<file path="src/rtl/pci_bus_arbiter.sv">
// pci_bus_arbiter: round-robin REQ#/GNT# arbiter for the shared PCI bus.
// Parks on a default master, revokes idle grants, registered outputs.
module pci_bus_arbiter #(
  parameter int N_MASTERS    = 4,
  parameter int PARK_MASTER  = 0,
  parameter int IDLE_TIMEOUT = 16,
  parameter int IDX_W        = 2
) (
  input  logic                 clk,
  input  logic                 rst_n,
  input  logic [N_MASTERS-1:0] req_n,
  input  logic                 frame_n,
  input  logic                 irdy_n,
  output logic [N_MASTERS-1:0] gnt_n,
  output logic [IDX_W-1:0]     owner,
  output logic                 bus_busy
);

  localparam int CNT_W =
    (IDLE_TIMEOUT > 2) ? $clog2(IDLE_TIMEOUT) : 1;
  localparam logic [CNT_W-1:0] TMO =
    CNT_W'(IDLE_TIMEOUT - 1);
  localparam logic [IDX_W-1:0] PARK_IDX =
    IDX_W'(PARK_MASTER);

  typedef enum logic [1:0] {
    S_PARK,
    S_GAP,
    S_GRANT,
    S_XFER
  } state_e;

  state_e                 state_q, state_d;
  logic [IDX_W-1:0]       owner_q, owner_d;
  logic [IDX_W-1:0]       ptr_q, ptr_d;
  logic [IDX_W-1:0]       win_q, win_d;
  logic                   wvld_q, wvld_d;
  logic [CNT_W-1:0]       cnt_q, cnt_d;
  logic [N_MASTERS-1:0]   gnt_n_q, gnt_n_d;
  logic                   busy_q, busy_d;

  logic [N_MASTERS-1:0]   req;
  logic [N_MASTERS-1:0]   own_oh;
  logic [N_MASTERS-1:0]   others;
  logic                   bus_idle;
  logic                   any_req;
  logic [IDX_W-1:0]       pick_idx;
  logic [IDX_W-1:0]       oth_idx;
  logic [IDX_W-1:0]       tmo_idx;

  function automatic logic [N_MASTERS-1:0] onehot(
    input logic [IDX_W-1:0] i
  );
    return N_MASTERS'(1) << i;
  endfunction

  // First requester after p, wrapping; p itself has lowest priority.
  function automatic logic [IDX_W-1:0] rr_pick(
    input logic [N_MASTERS-1:0] r,
    input logic [IDX_W-1:0]     p
  );
    logic [IDX_W-1:0] res;
    logic [IDX_W-1:0] i;
    res = '0;
    for (int k = N_MASTERS; k >= 1; k--) begin
      i = IDX_W'((int'(p) + k) % N_MASTERS);
      if (r[i]) res = i;
    end
    return res;
  endfunction

  assign req      = ~req_n;
  assign bus_idle = frame_n & irdy_n;
  assign any_req  = |req;
  assign pick_idx = rr_pick(req, ptr_q);
  assign own_oh   = onehot(owner_q);
  assign others   = req & ~own_oh;
  assign oth_idx  = rr_pick(others, ptr_q);
  assign tmo_idx  = (|others) ? oth_idx : owner_q;

  always_ff @(posedge clk or negedge rst_n) begin
    if (!rst_n) begin
      state_q <= S_GAP;
      owner_q <= PARK_IDX;
      ptr_q   <= PARK_IDX;
      win_q   <= PARK_IDX;
      wvld_q  <= 1'b0;
      cnt_q   <= '0;
      gnt_n_q <= '1;
      busy_q  <= 1'b0;
    end else begin
      state_q <= state_d;
      owner_q <= owner_d;
      ptr_q   <= ptr_d;
      win_q   <= win_d;
      wvld_q  <= wvld_d;
      cnt_q   <= cnt_d;
      gnt_n_q <= gnt_n_d;
      busy_q  <= busy_d;
    end
  end

  always_comb begin
    state_d = state_q;
    owner_d = owner_q;
    win_d   = win_q;
    wvld_d  = 1'b0;
    cnt_d   = cnt_q;
    unique case (state_q)
      S_PARK: begin
        cnt_d = '0;
        if (!frame_n) begin
          state_d = S_XFER;
          owner_d = PARK_IDX;
        end else if (any_req) begin
          if (pick_idx == PARK_IDX) begin
            state_d = S_GRANT;
            owner_d = PARK_IDX;
          end else begin
            state_d = S_GAP;
            win_d   = pick_idx;
            wvld_d  = 1'b1;
          end
        end
      end
      S_GAP: begin
        cnt_d = '0;
        if (wvld_q) begin
          state_d = S_GRANT;
          owner_d = win_q;
        end else if (any_req) begin
          state_d = S_GRANT;
          owner_d = pick_idx;
        end else begin
          state_d = S_PARK;
          owner_d = PARK_IDX;
        end
      end
      S_GRANT: begin
        if (!frame_n) begin
          state_d = S_XFER;
          cnt_d   = '0;
        end else if (bus_idle) begin
          if (!req[owner_q]) begin
            cnt_d = '0;
            if (any_req) begin
              state_d = S_GAP;
              win_d   = pick_idx;
              wvld_d  = 1'b1;
            end else if (owner_q == PARK_IDX) begin
              state_d = S_PARK;
            end else begin
              state_d = S_GAP;
            end
          end else if (cnt_q == TMO) begin
            state_d = S_GAP;
            win_d   = tmo_idx;
            wvld_d  = 1'b1;
            cnt_d   = '0;
          end else begin
            cnt_d = cnt_q + CNT_W'(1);
          end
        end
      end
      S_XFER: begin
        cnt_d = '0;
        // ptr tracks owner here, so the owner only wins when alone
        if (bus_idle) begin
          if (any_req && pick_idx == owner_q) begin
            state_d = S_GRANT;
          end else if (any_req) begin
            state_d = S_GAP;
            win_d   = pick_idx;
            wvld_d  = 1'b1;
          end else if (owner_q == PARK_IDX) begin
            state_d = S_PARK;
          end else begin
            state_d = S_GAP;
          end
        end
      end
    endcase
  end

  always_comb begin
    ptr_d = ptr_q;
    if (state_d == S_GRANT || state_d == S_XFER) ptr_d = owner_d;
  end

  always_comb begin
    gnt_n_d = '1;
    busy_d  = ~bus_idle;
    unique case (state_d)
      S_PARK:  gnt_n_d = ~onehot(PARK_IDX);
      S_GRANT: gnt_n_d = ~onehot(owner_d);
      S_XFER: begin
        // once revoked, the grant stays off until the bus drains
        if (!gnt_n_q[owner_q] && others == '0)
          gnt_n_d = ~onehot(owner_d);
      end
      S_GAP:   gnt_n_d = '1;
    endcase
  end

  assign gnt_n    = gnt_n_q;
  assign owner    = owner_q;
  assign bus_busy = busy_q;

endmodule

</file>
<file path="config.mk">
export PLATFORM = sky130hd
export DESIGN_NAME = pci_bus_arbiter
export DESIGN_NICKNAME = d
export VERILOG_FILES = /design/src/rtl/pci_bus_arbiter.sv
export SDC_FILE = /design/constraint.sdc
export NUM_CORES = 1
export LEC_CHECK = 0
export CAP_MARGIN = 20
export CORE_AREA = 2 2 58 60
export CTS_CLUSTER_DIAMETER = 120
export DETAILED_ROUTE_END_ITERATION = 6
export DIE_AREA = 0 0 60 62
export PLACE_DENSITY = 0.72
export SLEW_MARGIN = 20
export SYNTH_ARGS = -nofsm -noshare
export SYNTH_HDL_FRONTEND = slang
export SYNTH_SLANG_ARGS = --single-unit
</file>
<file path="constraint.sdc">
create_clock -name clk -period 2.8 [get_ports clk]
set_clock_uncertainty 0.15 [all_clocks]
set_input_delay 0.84 -clock clk [delete_from_list [all_inputs] [get_ports clk]]
set_output_delay 0.84 -clock clk [all_outputs]
set_load 0.01 [all_outputs]
</file>
Word level (Yosys, flattened, before mapping)
Index checks and enable logic that the tools add are counted.

$add $sub $neg: 5. Order comparisons: 5. Equality and inequality tests: 17. Shifts and indexed selects: 2. Multiplexer cells: 78. Bitwise operators: 6. Reduce and logical (&&, ||, !) cells: 14.

Operator list (number): 2-to-1 mux 2 bit (35); 2-to-1 mux 1 bit (22); binary-select mux 1 bit (select 2 bit) (10); 2-to-1 mux 4 bit (5); one-hot mux 4 bit (4 select lines) (1); < comparator 2 x 3 -> 1 bit, second input constant (5); inequality test 2 bit, second input constant (7); inverter 4 bit (3); AND reduction 9 bit (1); == test 2 bit, second input constant (4); logical NOT 2 bit (4); one-hot mux 2 bit (4 select lines) (1); one-hot mux 4 bit (2 select lines) (1); OR reduction 4 bit (2); << shifter 1 x 2 -> 4 bit, first input constant (2); inequality test 3 bit, second input constant (2); one-hot mux 2 bit (3 select lines) (1); adder 2 x 1 -> 2 bit, second input constant (2); adder 2 bit, second input constant (2); adder 4 x 1 -> 4 bit, second input constant (1); bitwise AND 4 bit (1); == test 2 x 1 -> 1 bit, second input constant (2); == test 4 bit, second input constant (1); logical NOT 4 bit (1); other kinds (10) (11).

Flip-flop bits (word level): 18. Output and inout bits: 7. Logic and storage cells: 135.

Depth between registers and ports, before layout
Gate-level depths: netlist (run 1).

Word-level depth: 16. Mapped depth: 9.

Worst setup path before layout (run 1)
Ideal clock, no wire load.

Kind: in2reg. Start: input req_n[1]. End: register win_q[1]. Setup time: 125 ps. Data arrival time: 2466 ps. Required time: 2525 ps. Setup slack: 59 ps. Stages: 8. Buffers on the path: 1. Cells stage by stage: buf_2 > nor2_1 > o21ai_0 > and4_1 > or2_2 > a41oi_1 > and2_1 > mux2_2.

Longest elaborated chain between the ends: 14. Elaborated cells on any way between the ends: 50. Those cells by class: eq/ne: 5; mux: 38; bitwise: 2; reduce/logical: 5.

RTL lines: start, declared (line 11) `input logic [N_MASTERS-1:0] req_n,`; inverter 4 bit (*) (line 72) `assign req = ~req_n;`; bitwise AND 4 bit (line 77) `assign others = req & ~own_oh;`; binary-select mux 1 bit (select 2 bit) (line 67) `if (r[i]) res = i;`; 2-to-1 mux 1 bit (not written as such) (line 67); 2-to-1 mux 2 bit (4 in series) (line 67); 2-to-1 mux 2 bit (line 79) `assign tmo_idx = (|others) ? oth_idx : owner_q;`; 2-to-1 mux 2 bit (line 155) `end else if (cnt_q == TMO) begin`; 2-to-1 mux 2 bit (line 144) `if (!req[owner_q]) begin`; 2-to-1 mux 2 bit (line 143) `end else if (bus_idle) begin`; 2-to-1 mux 2 bit (line 140) `if (!frame_n) begin`; one-hot mux 2 bit (3 select lines) (line 109) `unique case (state_q)`; end signal, assigned (line 95) `win_q <= win_d;`; end, declared (line 36) `logic [IDX_W-1:0] win_q, win_d;`.

Mark *: on every way between the ends. The rest lies on a longest branch, timed or not. The select of a mux whose other input is x is not followed. A chain may end at the register's enable or synchronous reset.

Final worst setup path (run 1)
Start: input req_n[1]. End: register gnt_n_q[1] (netlist: gnt_n[1]).

Longest elaborated chain between the ends: 16. Elaborated cells on any way between the ends: 48. Those cells by class: eq/ne: 4; shift: 1; mux: 34; bitwise: 3; reduce/logical: 6.

RTL lines: inverter 4 bit (*) (line 72); binary-select mux 1 bit (select 2 bit) (line 67); 2-to-1 mux 1 bit (not written as such) (line 67); 2-to-1 mux 2 bit (4 in series) (line 67); logical NOT 2 bit (line 116) `if (pick_idx == PARK_IDX) begin`; 2-to-1 mux 2 bit (line 116); 2-to-1 mux 2 bit (line 115) `end else if (any_req) begin`; 2-to-1 mux 2 bit (line 112) `if (!frame_n) begin`; one-hot mux 2 bit (2 select lines) (line 109); << shifter 1 x 2 -> 4 bit (line 54) `return N_MASTERS'(1) << i;`; inverter 4 bit (line 195, 199); 2-to-1 mux 4 bit (line 198) `if (!gnt_n_q[owner_q] && others == '0)`; one-hot mux 4 bit (4 select lines) (*) (line 193) `unique case (state_d)`; net gnt_n_d[1] (line 39) `logic [N_MASTERS-1:0] gnt_n_q, gnt_n_d;`; end signal, assigned (line 98) `gnt_n_q <= gnt_n_d;`; end, declared (line 39).

Mark *: on every way through the listed nets, which the timed path passes. The rest lies on a longest branch. The select of a mux whose other input is x is not followed.

==> qor.txt, run 1 <==
Post-synth EDFFs - 0
worst path buffer plus inverter count - 2
Residual DRC - 0
Std-Cell Rows - 21
shortest period the worst path allows - 2.714 ns
RSZ-0062 raised after global routing - no
die height - 62 µm
hold_ws - 0.3390 ns
Fill cells - 291
Finished Cell Area - 2009 µm²
initial antenna violation count - 0
post-synthesis net count - 197
setup violators final - 0
GPL Wtd Cong - 0.9422
Worst setup SP type - input port
dpl hpwl - 3201 µm
Worst path max stage delay - 0.51 ns
post-synthesis cell count - 188
Crit path arrival time - 2.80 ns
CP endpoint kind - register
final slew viol count - 0
Fmax - 368.5 MHz
final hold vios - 0
clk sink count - 18
final period utilization - 96.92%
Post-Syn Area - 1511 µm²
die width - 60 µm
Worst slew margin - 69.19%
top-area cell type share of the netlist area - 21.52%
# diodes - 0
IO Pins - 15
Max-Cap Viols - 0
H-tree depth - 1
first-pass GRT wire length - 6610 µm
fraction of layout cells with a size suffix above 1 - 29.13%
Vias per Instance - 6.014
core area - 3179 µm²
met2 Track Usage GR - 37.58%
M3 GR Usage - 4.348%
Root Driver - clkbuf_4
Yosys reg bits - 18
total power - 1818 µW
busiest layer in global routing - met2
wirelength, routed - 4355 µm
CP Cell Sequence - dlygate4sd2_1 -> buf_4 -> mux4_2 -> nand2b_4 -> a41o_1 -> o22ai_2 -> or3b_1
Tightest Hold Check Type - register to register
grt total ovfl - 0
R2R Setup Slk - 0.38 ns
post-synthesis sequential area ratio - 30.22%
CP delay by family, top - simple AND/OR/NAND/NOR gates
DRT iter0 DRCs - 79
Yosys cell types - 57
vias in the first global route - 1,494
Pleak - 0.0008523 µW
PD cells - 904.6 nW/µm²
leading area contributor after synthesis - dfrtp_1
Detailed Routing Iterations Pass 1 - 4
Max Root-Sink Buffers - 2
outcome - finished, final reports clean
largest net degree at the start of global routing - 19
Area contributors post-synth - dfrtp_1 22%, dfstp_2 8.7%, o21ai_0 7.0%, a21oi_1 4.3%, nand2_1 4.2%
Final nets - 240
Layout area overhead - 32.95%
CP required - 2.89 ns
worst skew pair latency - 0.30 ns
GRT met1 Usage - 32.78%
syn avg cell area - 8.040 µm²
synth warn - 0
Global Route Usage Sum - 23.58%
Clock transition at path regs - 0.11 ns
drt wl/cell - 15.78 µm
Worst Max-Slew Pin Slew - 0.4605 ns
peak supply drop - 585.4 µV
ys async rst share - 100.0%
Crit-path slowest cell - mux4_2
via count - 1,660
cts bufs inserted - 3
hold buffers post-CTS - 0
Starting Density - 47.54%
PortBufs - 14
Setup CP Type - input port to register
dpl cell area - 1888 µm²
Die Area - 3720 µm²
critical-path maximum fanout - 7
Synth Flop Type - dfrtp_1
DRT antenna net count - 0
CTS tree - built
-- cells in the final DEF, fill, tap and decap left out, drive strengths merged, types with 3 or more instances in the layout --
cell type      count
a21oi             13
a31oi              7
a32oi              3
and2               3
and3               3
buf               39
clkbuf             4
clkdlybuf4s50     10
dfrtp             13
dfstp              5
inv                9
mux2               3
nand2             17
nand2b             4
nand3              8
nand4              3
nor2              11
nor2b              4
o21ai             25
o22ai              3
-- stage by stage --
step                utilization [%]  setup WS [ns]  setup TNS (ns)  cells
finish                        63.20        0.08619               0    276
global placement              59.39        -0.4018          -3.510    268
detailed placement            59.39        -0.4501          -3.928    268
global route                  63.20        0.01640               0    276
floorplan                         -        0.05909               0    188
CTS                           61.79       -0.03092        -0.06775    275
-- per-layer routing --
metal	routed length, µm	share of wire (%)
met2	2061	47
met3	295	6.8
met5	0	0
met1	1912	44
met4	85	2.0
-- cell type report --
cell class,instances,area (µm²),share of cell area [%]
Timing Repair Buffer,53,439.2,21.86
Clock buffer,4,36.28,1.806
Inverter,9,33.78,1.681
Multi-Input combinational cell,146,985.9,49.07
Sequential cell,18,456.7,22.73
Tap cell,46,57.56,2.864
-- repair_timing --
action / in CTS / in global routing
resized for setup: 8 / 9
endpoints found under the setup margin: 6 / 9
buffers inserted: 3 / 1
pin swaps: 9 / 5
-- cells in the mapped netlist (2+ instances only) --
library cell,count
nand2b_1,3
nor3b_1,2
mux2_2,3
a21oi_1,13
nand2_1,17
nand3_1,8
o22ai_1,2
clkbuf_1,4
a41o_1,2
and3_1,3
buf_2,7
a32oi_1,3
dfrtp_1,13
inv_1,9
mux2i_1,2
o21ai_0,21
mux4_2,2
o21ai_1,4
nor3_1,2
nand4_1,3
dfstp_2,5
o2bb2ai_1,2
or3_1,2
buf_6,2
nor2b_1,4
and2_1,2
nor2_1,11
or2_2,2
a31oi_1,7
-- state kept, by name (all words and copies together), names as in the netlist --
signal    flops
bus_busy      1
owner         2
wvld_q        1
ptr_q         2
cnt_q         4
win_q         2
state_q       2
gnt_n         4
-- cell families after synthesis --
| group | Yosys count | share of synthesized area (%) |
|---|---|---|
| xor+xnor | 1 | 0.5796 |
| compound gates | 71 | 30.96 |
| buf+inv | 24 | 7.781 |
| simple gates | 66 | 23.10 |
| mux | 7 | 6.539 |
| fa+ha+maj | 1 | 0.8277 |
| flops | 18 | 30.22 |
-- final timing paths --
check,to,cells past startpoint,startpoint
max,gnt_n[1]$_DFF_PN1_,7,req_n[1]
min in group asynchronous,win_q[0]$_DFFE_PN0P_,2,rst_n
max reg2reg,gnt_n[1]$_DFF_PN1_,5,owner[0]$_DFF_PN0_
min,cnt_q[3]$_DFFE_PN0P_,1,cnt_q[3]$_DFFE_PN0P_
max in group asynchronous,gnt_n[3]$_DFF_PN1_,2,rst_n
min reg2reg,cnt_q[3]$_DFFE_PN0P_,1,cnt_q[3]$_DFFE_PN0P_
-- power breakdown --
group          total [µW]  internal [µW]  switching (µW)
clock network         164           79.3            84.5
registers             487            356             130
logic                1170            578             590
total                1820           1010             804
No activity file was read; power rests on OpenSTA's default activity.
==> inputs of run 2 (changes only) <==
- SETUP_SLACK_MARGIN: not set -> 0.1
==> qor.txt, run 2 (same netlist as run 1, synthesis figures left out) <==
PD cells - 918.2 nW/µm²
Setup CP Type - input port to register
placed insts - 265
top routing layer in use - met4
final slew viol count - 0
most frequent cells in the layout - 34 x buf_4, 19 x o21ai_0, 17 x nand2_1
Worst Max-Slew Pin Slew - 0.4434 ns
# diodes - 0
wirelength, routed - 4167 µm
hold path startpoint - cnt_q[3]$_DFFE_PN0P_
Clock Power Share - 9.1%
die width - 60 µm
Root Driver - clkbuf_4
Clock transition at path regs - 0.11 ns
CTS tree - built
met2 WL - 1895 µm
Global Route Usage Sum - 23.58%
sequential share of power - 27.6%
peak supply drop - 639.8 µV
grt total ovfl - 0
Starting Density - 47.54%
vias in the first global route - 1,464
final hold vios - 0
largest net degree at the start of global routing - 19
Max Root-Sink Buffers - 2
Crit path arrival time - 2.75 ns
Worst slew margin - 69.68%
setup_tns - 0 ns
Final nets - 237
Fmax - 375.4 MHz
fraction of layout cells with a size suffix above 1 - 28.19%
RR Startpoint - ptr_q[0]$_DFFE_PN0P_
Residual DRC - 0
commonest non-fill, non-tap cell in the layout - buf_4
Pleak - 0.0008211 µW
worst skew pair latency - 0.30 ns
clk sink count - 18
Vias per Instance - 6.147
Std-Cell Rows - 21
WL met3 - 281 µm
drt wl/cell - 15.26 µm
CP required - 2.88 ns
H-tree depth - 1
Die Area - 3720 µm²
DRT iter0 DRCs - 97
dpl hpwl - 3068 µm
die height - 62 µm
switch share - 44.05%
Max-Cap Viols - 0
core area - 3179 µm²
GPL Wtd Cong - 1.033
RSZ-0062 raised after global routing - yes
DRT antenna net count - 0
internal power - 1008 µW
Non-Filler Instances - 273
CP endpoint kind - register
wl on met1 - 1829 µm
Worst setup SP type - input port
initial antenna violation count - 0
setup violators final - 0
first-pass GRT wire length - 6672 µm
cts bufs inserted - 3
IO Pins - 15
shortest period the worst path allows - 2.664 ns
share of power burned in combinational logic - 63.3%
PortBufs - 14
outcome - finished, final reports clean
critical-path maximum fanout - 4
Psw - 794.0 µW
Layout area overhead - 29.88%
final period utilization - 95.14%
Tightest Hold Check Type - register to register
fin util - 61.75%
Detailed Routing Iterations Pass 1 - 5
via count - 1,678
CP Launch Point - req_n[0]
## run 2: cell count changes in the layout (fill, tap and decap cells not counted), sizes merged
cell           delta
clkdlybuf4s15     +1
buf               -3
clkbuf            +1
dlymetal6s2s      -2
## run 2: timing repair
item                                    in CTS  in global routing
endpoints found under the setup margin      12                  5
buffers inserted                             0                  4
hold buffers                                 0                  0
resized for setup                            7                  8
pin swaps                                    0                  3
## run 2: critical path, cell delays in order
cell and delay [ns]:
dlygate4sd2_1 0.27, buf_4 0.17, mux4_2 0.49, nand2b_4 0.17, a41o_1 0.26, o22ai_2 0.18, or3b_1 0.36
## run 2: layout make-up
| cell class | count | area [µm²] |
|---|---|---|
| Fill cell | 273 | 1216 |
| Multi-Input combinational cell | 146 | 968.4 |
| Sequential cell | 18 | 456.7 |
| Timing Repair Buffer | 50 | 410.4 |
| Tap cell | 46 | 57.56 |
| Clock buffer | 4 | 36.28 |
| Inverter | 9 | 33.78 |
## run 2: path summary, 6_finish.rpt
check,to,slack (ns),depth (start not counted)
setup / recovery,gnt_n[1]$_DFF_PN1_,0.14,7
hold / removal,cnt_q[3]$_DFFE_PN0P_,0.36,1
setup reg to reg,gnt_n[1]$_DFF_PN1_,0.37,7
hold reg to reg,cnt_q[3]$_DFFE_PN0P_,0.36,1
max in group asynchronous,state_q[0]$_DFF_PN1_,1.54,2
min in group asynchronous,win_q[0]$_DFFE_PN0P_,0.70,2
## run 2: power groups by stage
stage	Combinational [µW]	Clock, µW	Sequential [µW]
2_1_floorplan	724	0	422
3_3_place_gp	1030	0	495
3_5_place_dp	1050	0	496
4_1_cts	1060	168	492
5_1_grt	1250	181	512
6_report	1140	164	498
## run 2: through the flow
step	power, µW	worst slack (ns)	cell area (µm²)	hold WS [ns]
2_1_floorplan	1146	0.1220	1514	0.3014
3_3_place_gp	1525	-0.4121	1868	0.3297
3_5_place_dp	1541	-0.4980	1868	0.3416
4_1_cts	1720	0.1073	1911	0.3521
5_1_grt	1938	0.07892	1963	0.3845
6_report	1802	0.1361	1963	0.3555
## run 2: per-layer routing
metal,GRT usage (%),up-vias
met2,36.49,93
met4,10.16,0
met1,31.64,784
li1,-,781
met3,5.383,20
met5,0,-
